[src/rtl/fft_frame_ctrl.sv]
// Frame sequencer: decimates ADC samples into the FFT core, collects the
// output bins, and writes |re|+|im| bar heights for the lower half-spectrum
// into the bar framebuffer. Runs back-to-back frames while enable is high.
module fft_frame_ctrl #(
  parameter int N_LOG2   = 5,
  parameter int SAMPLE_W = 12,
  parameter int XK_W     = 8,
  parameter int BAR_W    = 4,
  parameter int DECIM    = 4,
  parameter int TIMEOUT  = 1023
) (
  input  logic                    clk,
  input  logic                    rst_n,
  input  logic                    enable,
  input  logic                    sample_valid,
  input  logic [SAMPLE_W-1:0]     sample_data,
  output logic                    fft_start,
  output logic                    fft_xn_valid,
  output logic signed [XK_W-1:0]  fft_xn_re,
  input  logic                    fft_busy,
  input  logic                    fft_xk_valid,
  input  logic signed [XK_W-1:0]  fft_xk_re,
  input  logic signed [XK_W-1:0]  fft_xk_im,
  output logic                    bin_we,
  output logic [N_LOG2-2:0]       bin_addr,
  output logic [BAR_W-1:0]        bin_value,
  output logic                    frame_done,
  output logic                    timeout_err
);

  localparam int DEC_W = (DECIM > 1) ? $clog2(DECIM) : 1;
  localparam int TMR_W = (TIMEOUT > 1) ? $clog2(TIMEOUT + 1) : 1;

  localparam logic [DEC_W-1:0]  DEC_LAST = DEC_W'(DECIM - 1);
  localparam logic [TMR_W-1:0]  TMO_LAST = TMR_W'(TIMEOUT - 1);
  localparam logic [N_LOG2-1:0] CNT_LAST = '1;
  localparam logic [XK_W:0]     BAR_MAX  = (XK_W + 1)'((1 << BAR_W) - 1);

  typedef enum logic [2:0] {
    S_IDLE,
    S_LOAD,
    S_WAIT,
    S_UNLOAD,
    S_DONE
  } state_t;

  // Offset-binary ADC code to two's complement, keeping the top XK_W bits.
  function automatic logic signed [XK_W-1:0] to_signed(input logic [SAMPLE_W-1:0] s);
    return {~s[SAMPLE_W-1], s[SAMPLE_W-2 -: XK_W-1]};
  endfunction

  // Absolute value one bit wider so that the most negative code stays exact.
  function automatic logic [XK_W:0] abs_ext(input logic signed [XK_W-1:0] v);
    logic [XK_W:0] w;
    w = {v[XK_W-1], v};
    return v[XK_W-1] ? (~w + 1'b1) : w;
  endfunction

  // Scale the L1 magnitude down to bar range and clip at full scale.
  function automatic logic [BAR_W-1:0] sat_bar(input logic [XK_W:0] s);
    logic [XK_W:0] q;
    q = s >> (XK_W - BAR_W);
    if (q > BAR_MAX) return '1;
    return q[BAR_W-1:0];
  endfunction

  state_t              state;
  logic [DEC_W-1:0]    dec_cnt;
  logic [N_LOG2-1:0]   smp_cnt;
  logic [N_LOG2-1:0]   bin_cnt;
  logic [TMR_W-1:0]    timer;
  logic                accept;
  logic                beat;
  logic [N_LOG2-1:0]   beat_idx;
  logic [BAR_W-1:0]    bar_p0;
  logic                unused_lsbs;

  // Low ADC bits are below FFT input precision and are intentionally dropped.
  assign unused_lsbs = ^sample_data[SAMPLE_W-XK_W-1:0];

  assign accept   = sample_valid && (dec_cnt == '0);
  // The beat that moves WAIT to UNLOAD is itself bin 0.
  assign beat     = fft_xk_valid && ((state == S_WAIT) || (state == S_UNLOAD));
  assign beat_idx = (state == S_WAIT) ? '0 : bin_cnt;
  assign bar_p0   = sat_bar(abs_ext(fft_xk_re) + abs_ext(fft_xk_im));

  // Free-running decimator: counts every sample strobe regardless of state.
  always_ff @(posedge clk or negedge rst_n) begin
    if (!rst_n) begin
      dec_cnt <= '0;
    end else if (sample_valid) begin
      dec_cnt <= (dec_cnt == DEC_LAST) ? '0 : dec_cnt + 1'b1;
    end
  end

  // Frame FSM with registered strobes; bar write lands one cycle after its beat.
  always_ff @(posedge clk or negedge rst_n) begin
    if (!rst_n) begin
      state        <= S_IDLE;
      smp_cnt      <= '0;
      bin_cnt      <= '0;
      timer        <= '0;
      fft_start    <= 1'b0;
      fft_xn_valid <= 1'b0;
      fft_xn_re    <= '0;
      bin_we       <= 1'b0;
      bin_addr     <= '0;
      bin_value    <= '0;
      frame_done   <= 1'b0;
      timeout_err  <= 1'b0;
    end else begin
      fft_start    <= 1'b0;
      fft_xn_valid <= 1'b0;
      bin_we       <= 1'b0;
      frame_done   <= 1'b0;

      // Stage p0 -> output: magnitude of the current beat registered as a bar write
      if (beat) begin
        bin_we    <= ~beat_idx[N_LOG2-1];
        bin_addr  <= beat_idx[N_LOG2-2:0];
        bin_value <= bar_p0;
      end

      case (state)
        S_IDLE: begin
          if (enable && !fft_busy) begin
            fft_start   <= 1'b1;
            timeout_err <= 1'b0;
            smp_cnt     <= '0;
            state       <= S_LOAD;
          end
        end
        S_LOAD: begin
          if (accept) begin
            fft_xn_valid <= 1'b1;
            fft_xn_re    <= to_signed(sample_data);
            smp_cnt      <= smp_cnt + 1'b1;
            if (smp_cnt == CNT_LAST) begin
              timer <= '0;
              state <= S_WAIT;
            end
          end
        end
        S_WAIT: begin
          if (fft_xk_valid) begin
            bin_cnt <= N_LOG2'(1);
            state   <= S_UNLOAD;
          end else if (timer == TMO_LAST) begin
            timeout_err <= 1'b1;
            state       <= S_IDLE;
          end else begin
            timer <= timer + 1'b1;
          end
        end
        S_UNLOAD: begin
          if (fft_xk_valid) begin
            bin_cnt <= bin_cnt + 1'b1;
            if (bin_cnt == CNT_LAST) state <= S_DONE;
          end
        end
        S_DONE: begin
          frame_done <= 1'b1;
          state      <= S_IDLE;
        end
        default: state <= S_IDLE;
      endcase
    end
  end

endmodule

[config.mk]
export PLATFORM = sky130hd
export DESIGN_NAME = fft_frame_ctrl
export DESIGN_NICKNAME = d
export VERILOG_FILES = /design/src/rtl/fft_frame_ctrl.sv
export SDC_FILE = /design/constraint.sdc
export NUM_CORES = 1
export LEC_CHECK = 0
export ABC_AREA = 1
export CORE_ASPECT_RATIO = 1.4
export CORE_UTILIZATION = 39
export CTS_BUF_LIST = sky130_fd_sc_hd__clkbuf_8
export CTS_CLUSTER_DIAMETER = 50
export DETAILED_ROUTE_END_ITERATION = 7
export RECOVER_POWER = 50
export SYNTH_ARGS = -nofsm -noshare
export SYNTH_HDL_FRONTEND = slang
export SYNTH_SLANG_ARGS = --single-unit
[constraint.sdc]
create_clock -name clk -period 2 [get_ports clk]
set_input_delay 0.2 -clock clk [delete_from_list [all_inputs] [get_ports clk]]
set_output_delay 0.2 -clock clk [all_outputs]
set_load 0.05 [all_outputs]
==> results_dict.tcl, run 1 <==
set metrics [dict create \
    status "finished, final reports clean" \
    p_clk_frac 0.125 \
    syn_nets 467 \
    grt_max_degree 47 \
    cts_buffers 5 \
    root_buffer "clkbuf_8" \
    io_buffers 50 \
    path_class "in -> reg" \
    slowest_delay_ps 500 \
    worstSetupStartpointType "primary input" \
    ys_seq_area_frac 0.387 \
    placed_area_mm2 0.00383 \
    worstSkewPairLatency_ps 300 \
    tritoncts "yes" \
    clock_sinks 46 \
    ant_nets 0 \
    fin_cells 603 \
    total_leakage_power_nw 2.12 \
    worst_path_max_delay_cell "clkdlybuf4s50_1" \
    tns_ps 0 \
    synthDistinctLibCells 30 \
    clkTransAtPathRegs_ps 90 \
    die_x_um 75.8 \
    drv_slew 0 \
    synth_edf_count 0 \
    worstMarginPinSlew_ps 1130 \
    critPathBufInv 3 \
    net-switching-power_mw 2.23 \
    gr-total-overflow 0 \
    num_io_pins 55 \
    worst-path-max-fanout 5 \
    dieArea_mm2 0.00799 \
    synth-seq-cells 46 \
    drc 0 \
    hpwlAfterDp_um 5180 \
    yosysWarnings 0 \
    critPathLaunch "fft_xk_im[5]" \
    swShare 0.483 \
    grt_pass1_wl_um 11300 \
    r2r_start "smp_cnt[0]" \
    maxSlewHeadroom 0.245 \
    layout.nets 556 \
    fin_crit_ps 1800 \
    dp.cells 594 \
    ctsHtreeMaxLevel 2 \
    die_y_um 105 \
    final_cell_mix "142 x nand2_1, 55 x inv_1, 46 x dfrtp_1" \
    wl_per_cell_um 11.0 \
    p_int_mw 2.39 \
    synth.avg_cell_area_um2 7.15 \
    critical_path.top_delay_family "buffers and inverters" \
    antenna_found_initial 0 \
    p_comb_frac 0.552 \
    stdcell_area_mm2 0.00401 \
    vias_per_cell 4.62 \
    end_kind "flop" \
    drt_iter0_drc 120 \
    route.vias.total 2788 \
    core_area_mm2 0.00736 \
    final_common_cell "nand2_1" \
    area_growth_pct 34.8 \
    cts_buffer_depth 2 \
    place_congestion 0.873 \
    r2r_slack_ps 240 \
    arrival_ps 2030 \
    ff2ff_path_depth 12 \
    clock.fmax_mhz 556 \
    ys.flop_type "dfrtp_1" \
    p_seq_frac 0.323 \
    crit_chain "clkdlybuf4s50_1 > inv_1 > nand3_1 > nand2_1 > xnor2_1 > ha_1 > nand2_1 > nor2_1 > buf_4 > nand2_1 > nand3_1 > nor2_1 > nor2_1" \
    grt_pass1_vias 2709 \
    synthArstFlopShare 1.00 \
    grt.total_usage 0.180 \
    first_pass_iters 4 \
    total_power_mw 4.62 \
    power.density_mw_per_mm2 1150 \
    reg2reg_to "timer[9]" \
    fin_skew_ps 11.2 \
    synth_cells 416 \
    initial_core_util 0.404 \
    ir_drop_v 0.000713 \
    hp-class "in -> async" \
    setup_violations 0 \
    cap_viol_max_count 0 \
    drive_above_1_share 0.172 \
    synth_area_mm2 0.00298 \
    diodes 0 \
    period_share 0.899 \
    hold_viol 0 \
    critPathRequiredTime_ps 2240 \
    wirelength_um 6650 \
    rows 37 \
]
## how the worst max path moves through the flow
stage	end	slack [ps]	cells after the start
global route	bin_value[3]	-5	14
global placement	bin_value[3]	-480	17
finish	bin_value[0]	200	13
detailed placement	bin_value[3]	-520	17
CTS	bin_value[2]	20	13
floorplan	bin_value[3]	220	16
## stage by stage
step                 util  hold slack [ps]  setup WS (ps)
floorplan               -            -95.6            223
global placement    0.520              333           -483
detailed placement  0.520              326           -519
CTS                 0.536            0.256           16.6
global route        0.545              312          -4.61
finish              0.545              196            202
## flip-flops by register name (all words and copies together), names as in the netlist
name / count
bin_addr: 4
frame_done: 1
bin_we: 1
state: 3
bin_cnt: 5
timer: 10
fft_start: 1
timeout_err: 1
smp_cnt: 5
fft_xn_valid: 1
fft_xn_re: 8
bin_value: 4
dec_cnt: 2
## worst register-to-register path, delay by kind of cell (launching register included)
kind	cells	cell delay, ps
buffers and inverters	2	170
adders and majority gates	2	440
AOI/OAI and AO/OA	1	70
DFF	1	420
and+or+nand+nor	7	560
## cells in the mapped netlist (2+ instances only)
cell type	number	share of area
nand2_2	2	0.0042
nand3_1	22	0.037
a21oi_1	14	0.024
dfrtp_1	46	0.39
o21bai_1	2	0.0050
buf_2	5	0.0084
xnor2_1	5	0.015
o21ai_0	18	0.030
nand3_2	2	0.0067
nor3_1	5	0.0084
inv_1	58	0.073
ha_1	17	0.071
o21ai_1	2	0.0034
or2_2	2	0.0042
nand4_1	2	0.0042
inv_2	2	0.0025
nor2_2	2	0.0042
o31ai_1	2	0.0050
nor2_1	39	0.049
nand2_1	145	0.18
o21ai_2	6	0.018
xor2_1	8	0.024
nor4_1	2	0.0042
o22ai_1	2	0.0042
## layout make-up
type,instances,area [um2]
sequential,46,1150
inverter,60,225
multi-input combinational,304,1660
fill,739,3350
clock inverter,3,21.3
tap,97,121
clock buffer,5,68.8
timing repair buffer,88,767
## logic make-up after synthesis
group	after synthesis	synth area share
AND/OR/NAND/NOR	228	0.325
XOR/XNOR	13	0.0383
AO/OA/AOI/OAI	46	0.0891
flip-flops	46	0.387
buffers and inverters	66	0.0891
adder cells (fa/ha/maj)	17	0.0715
## routing by layer
| metal | GRT usage | part of all wire | vias up |
|---|---|---|---|
| met5 | 0 | 0 | - |
| met1 | 0.200 | 0.41 | 1257 |
| met3 | 0.0287 | 0.029 | 11 |
| met4 | 0.0648 | 0.022 | 0 |
| li1 | - | - | 1476 |
| met2 | 0.330 | 0.54 | 44 |
## power by group through the flow
stage | Combinational [mW] | Clock, mW | Sequential (mW)
after floorplan | 1.20 | 0 | 2.07
after global placement | 2.53 | 0 | 1.50
after detailed placement | 2.57 | 0 | 1.51
after CTS | 2.58 | 0.598 | 1.50
after global routing | 2.82 | 0.631 | 1.55
final | 2.55 | 0.576 | 1.50
## repair_timing
item                                   4_1_cts  5_1_grt
setup endpoints to repair                    4        4
gates resized for setup                     13       33
buffers inserted                             0        1
hold buffers                                 0        0
endpoints found under the hold margin        0        0
pin swaps                                    3       11
Power figures use the tool's default switching activity.
==> run 2, diff against run 1 <==
CELL_PAD_IN_SITES_DETAIL_PLACEMENT = 1   (was unset)
CELL_PAD_IN_SITES_GLOBAL_PLACEMENT = 2   (was unset)
CORE_UTILIZATION = 30   (was 39)
PLACE_DENSITY = 0.81   (was unset)
SKIP_LAST_GASP = 1   (was unset)
==> run 2 against run 1 <==
  * Clock skew is 1.8 ps higher
  * Critical path depth down 3
  * Die area increased by 29%
  * First-iteration DRC count fell by 53%
  * Via count grew 4.7%
  * Sequential power hardly changed
  * Utilization is 11 points lower
  * Combinational power rose by 4%
  * Largest cell class unchanged
  * Maximum frequency down 0.20%
  * Cell count increased by 6.0%
  * Routed wire length up 21%
  * Non-clock buffer count rose by 1
==> results_dict.tcl, run 2 (synthesis gave the netlist of run 1 again) <==
set metrics [dict create \
    tritoncts "yes" \
    place_congestion 0.790 \
    whs_endpoint "fft_xn_re[3]" \
    reg_top3 "timer (10), fft_xn_re (8)" \
    drc 0 \
    power.density_mw_per_mm2 1160 \
    maxSlewHeadroom 0.0975 \
    cts_buffers 5 \
    top_register "timer" \
    io_buffers 50 \
    rows 42 \
    cts_buffer_depth 2 \
    hold-worst-slack_ps 424 \
    grt_max_degree 26 \
    ant_nets 0 \
    clkTransAtPathRegs_ps 90 \
    critPathRequiredTime_ps 2190 \
    area_growth_pct 39.6 \
    total_power_mw 4.83 \
    total_leakage_power_nw 2.15 \
    hpwlAfterDp_um 6520 \
    drv_slew 0 \
    wl_met2_um 4480 \
    worstSetupStartpointType "primary input" \
    stdcell_area_mm2 0.00415 \
    clock.fmax_mhz 555 \
    path_class "in -> reg" \
    end_kind "flop" \
    cap_viol_max_count 0 \
    seqCellArea_mm2 0.00115 \
    dieArea_mm2 0.0103 \
    n_fill_cell 1243 \
    min_path_cells 3 \
    top_layer_used "met4" \
    wl_per_cell_um 12.6 \
    min_from "sample_data[7]" \
    grt_pass1_vias 3061 \
    route.met3.wl_um 184 \
    placed_area_mm2 0.00389 \
    multi_input_area_mm2 0.00170 \
    largest_register_ffs 10 \
    fin_skew_ps 12.9 \
    first_pass_iters 4 \
    grt_setup_unrepaired "false" \
    die_y_um 120 \
    drt_iter0_drc 56 \
    worstMarginPinSlew_ps 1350 \
    initial_core_util 0.311 \
    worstSkewPairLatency_ps 310 \
    fin_crit_ps 1800 \
    final_cell_mix "134 x nand2_1, 54 x inv_1, 46 x dfrtp_1" \
    status "finished, final reports clean" \
    ctsHtreeMaxLevel 2 \
    vias_per_cell 4.57 \
    root_buffer "clkbuf_8" \
    met1Wirelength_um 3240 \
    r2r_slack_ps 210 \
    wirelength_um 8030 \
    ff2ff_path_depth 12 \
    final_common_cell "nand2_1" \
    reg2reg_to "timer[9]" \
    diodes 0 \
    period_share 0.901 \
    fin_cells 639 \
    grt_pass1_wl_um 13900 \
    dp.cells 629 \
    layout.nets 557 \
    core_area_mm2 0.00956 \
    num_io_pins 55 \
    arrival_ps 1990 \
    hold_viol 0 \
    die_x_um 86.2 \
    antenna_found_initial 0 \
    ir_drop_v 0.000430 \
    clock_sinks 46 \
    hp-class "in -> reg" \
    drive_above_1_share 0.193 \
    gr-total-overflow 0 \
    worst-path-max-fanout 5 \
    tns_ps 0 \
    setup_violations 0 \
    grt.total_usage 0.170 \
    r2r_start "smp_cnt[0]" \
    route.vias.total 2918 \
]
[run 2: cell count changes in the layout (fill, tap and decap cells not counted), sizes merged]
cell and change:
inv +1, clkinv -2, clkbuf -1, clkdlybuf4s15 +1
bufinv +1, dlygate4sd3 +1
[run 2: routing by layer]
metal,global-route usage,up-vias
li1,-,1480
met1,0.192,1396
met2,0.319,35
met3,0.0261,7
met4,0.0531,0
met5,0,-
[run 2: worst max-delay path: stages]
cell,delay (ps)
clkdlybuf4s50_1,470
nor4_4,320
buf_4,150
ha_1,270
a21oi_1,170
nand2_1,80
a21oi_2,160
nand2_1,70
nand2_1,60
nand2_1,60
[run 2: final cells by class]
type,count,area share
clock buffers,5,0.0166
flip-flops and latches,46,0.277
multi-input cells,304,0.410
well taps,132,0.0398
repair buffers,89,0.192
inverters,60,0.0542
clock inverters,3,0.00994
[run 2: where the power goes]
group          internal, mW  leakage (nW)  switching, mW  total, mW
clock                 0.368        0.0556          0.325      0.693
combinational         0.906          1.51           1.74       2.64
sequential             1.25         0.581          0.241       1.49
total                  2.53          2.15           2.30       4.83
[run 2: worst max path at each step]
stage | slack (ps) | end | cells after the start | startpoint
finish | 200 | bin_value[3] | 10 | fft_xk_im[6]
global route | 7 | bin_value[3] | 20 | fft_xk_im[1]
CTS | -10 | bin_value[2] | 13 | fft_xk_re[2]
detailed placement | -670 | bin_value[3] | 12 | fft_xk_im[1]
global placement | -550 | bin_value[3] | 12 | fft_xk_im[1]
floorplan | 220 | bin_value[3] | 16 | fft_xk_re[0]
[run 2: what timing repair did]
action | 4_1_cts | 5_1_grt
endpoints found under the setup margin | 4 | 4
hold buffers | 1 | 0
pin swaps | 5 | 22
buffers inserted | 1 | 0
hold endpoints to repair | 21 | 0
gates resized for setup | 19 | 45
gates cloned | 0 | 0
[run 2: stage by stage]
step	util	setup WS, ps
2_1_floorplan	-	223
3_3_place_gp	0.406	-548
3_5_place_dp	0.406	-668
4_1_cts	0.424	-12.0
5_1_grt	0.434	7.15
6_report	0.434	198
==> run 3, diff against run 2 <==
CTS_CLUSTER_DIAMETER = unset   (was 50)
MAX_ROUTING_LAYER = met4   (was unset)
==> run 3 against run 2 <==
  * Sequential cell count is the same
  * Via count is essentially flat
  * Clock skew hardly changed
  * Register-to-register slack barely moved
  * Critical endpoint unchanged
  * Largest cell class unchanged
  * Largest power group unchanged
  * Highest routed layer unchanged
==> results_dict.tcl, run 3 (synthesis gave the netlist of run 1 again) <==
set metrics [dict create \
    status "finished, final reports clean" \
    worstSkewPairLatency_ps 310 \
    drc 0 \
    final_common_cell "nand2_1" \
    period_share 0.900 \
    top_register "timer" \
    critPathLaunch "fft_xk_im[6]" \
    hold_viol 0 \
    wirelength_um 8060 \
    io_buffers 50 \
    seqCellArea_mm2 0.00115 \
    maxSlewHeadroom 0.0952 \
    vias_per_cell 4.56 \
    first_pass_iters 4 \
    grtUsageMet1 0.194 \
    core_area_mm2 0.00956 \
    antenna_found_initial 0 \
    setup_violations 0 \
    cts_buffers 5 \
    slowest_delay_ps 470 \
    worst-path-max-fanout 5 \
    critPathRequiredTime_ps 2190 \
    min_from "sample_data[7]" \
    use_met2 0.319 \
    place_congestion 0.801 \
    cap_viol_max_count 0 \
    final_cell_mix "134 x nand2_1, 54 x inv_1, 46 x dfrtp_1" \
    route.vias.total 2917 \
    diodes 0 \
    rows 42 \
    ant_nets 0 \
    layout.nets 557 \
    grt.met3_usage 0.0234 \
    net-switching-power_mw 2.31 \
    ir_drop_v 0.000430 \
    end_kind "flop" \
    worst_path_max_delay_cell "clkdlybuf4s50_1" \
    initial_core_util 0.311 \
    reg_top3 "timer (10), fft_xn_re (8)" \
    grt.total_usage 0.174 \
    tns_ps 0 \
    hp-class "in -> reg" \
    stdcell_area_mm2 0.00415 \
    die_y_um 120 \
    worstMarginPinSlew_ps 1360 \
    n_fill_cell 1243 \
    drive_above_1_share 0.193 \
    drv_slew 0 \
    clock.fmax_mhz 555 \
    path_class "in -> reg" \
    p_clk_frac 0.144 \
    clock_sinks 46 \
    grt_pass1_wl_um 13900 \
    total_leakage_power_nw 2.15 \
    r2r_slack_ps 200 \
    num_io_pins 55 \
    cts_buffer_depth 2 \
    swShare 0.477 \
    multi_input_area_mm2 0.00170 \
    grt_busiest_layer "met2" \
    wl_per_cell_um 12.6 \
    area_growth_pct 39.6 \
    arrival_ps 1990 \
    crit_chain "clkdlybuf4s50_1 > nor4_4 > buf_4 > ha_1 > a21oi_1 > nand2_1 > a21oi_2 > nand2_1 > nand2_1 > nand2_1" \
    fin_skew_ps 12.8 \
    finish.utilization 0.434 \
    r2r_start "smp_cnt[0]" \
    hpwlAfterDp_um 6520 \
    clkTransAtPathRegs_ps 90 \
    hold-worst-slack_ps 421 \
    largest_register_ffs 10 \
    grt_setup_unrepaired "false" \
    p_comb_frac 0.547 \
    p_int_mw 2.53 \
    grt_max_degree 26 \
    placed_area_mm2 0.00389 \
    power.density_mw_per_mm2 1160 \
    crit_top_cell "nand2_1" \
    root_buffer "clkbuf_8" \
    worstSetupStartpointType "primary input" \
    p_seq_frac 0.309 \
    fin_crit_ps 1800 \
    die_x_um 86.2 \
    drt_iter0_drc 54 \
    dieArea_mm2 0.0103 \
    grt_pass1_vias 3057 \
    gr-total-overflow 0 \
    ctsHtreeMaxLevel 2 \
    tritoncts "yes" \
]
-- run 3: cell counts in the layout (fill, tap and decap cells not counted) --
Identical to the previous run, type by type.
-- run 3: worst paths after layout --
| check | end | cells after the start |
|---|---|---|
| worst max-delay path | bin_value[3] | 10 |
| worst min-delay path | fft_xn_re[3] | 3 |
| worst max register to register | timer[9] | 12 |
| worst min register to register | fft_xn_re[0] | 2 |
| max in group asynchronous | frame_done | 2 |
| min in group asynchronous | timeout_err | 2 |
-- run 3: power by group through the flow --
stage / Combinational, mW / Sequential, mW / Clock (mW)
after floorplan: 1.20 / 2.07 / 0
after global placement: 2.57 / 1.50 / 0
after detailed placement: 2.64 / 1.52 / 0
after CTS: 2.67 / 1.50 / 0.728
after global routing: 2.94 / 1.54 / 0.752
final: 2.65 / 1.49 / 0.696
-- run 3: timing repair --
action	4_1_cts	5_1_grt
gates resized for setup	19	45
buffers inserted	1	0
hold buffers	1	0
hold endpoints to repair	21	0
pin swaps	5	22
setup endpoints to repair	4	4
-- run 3: final cells by class --
cell class / count / share of cell area
flip-flops and latches: 46 / 0.277
inverters: 60 / 0.0542
multi-input cells: 304 / 0.410
clock inverters: 3 / 0.00994
repair buffers: 89 / 0.192
clock buffers: 5 / 0.0166
well taps: 132 / 0.0398
-- run 3: through the flow --
step                      instances  total power, mW  worst slack, ps
after floorplan                 416             3.27              223
after global placement          629             4.07             -548
after detailed placement        629             4.16             -668
after CTS                       639             4.90            -12.0
after global routing            639             5.24             7.15
final                           639             4.84              199
-- run 3: critical path, delay by kind of cell --
| family | cells | cell delay (ps) |
|---|---|---|
| fa+ha+maj | 1 | 270 |
| simple gates | 5 | 590 |
| buf+inv | 2 | 620 |
| compound gates | 2 | 330 |
-- run 3: per-layer routing --
metal	part of all wire	wire (um)
met5	0	0
met4	0.016	127
met3	0.019	157
met2	0.55	4460
met1	0.41	3310
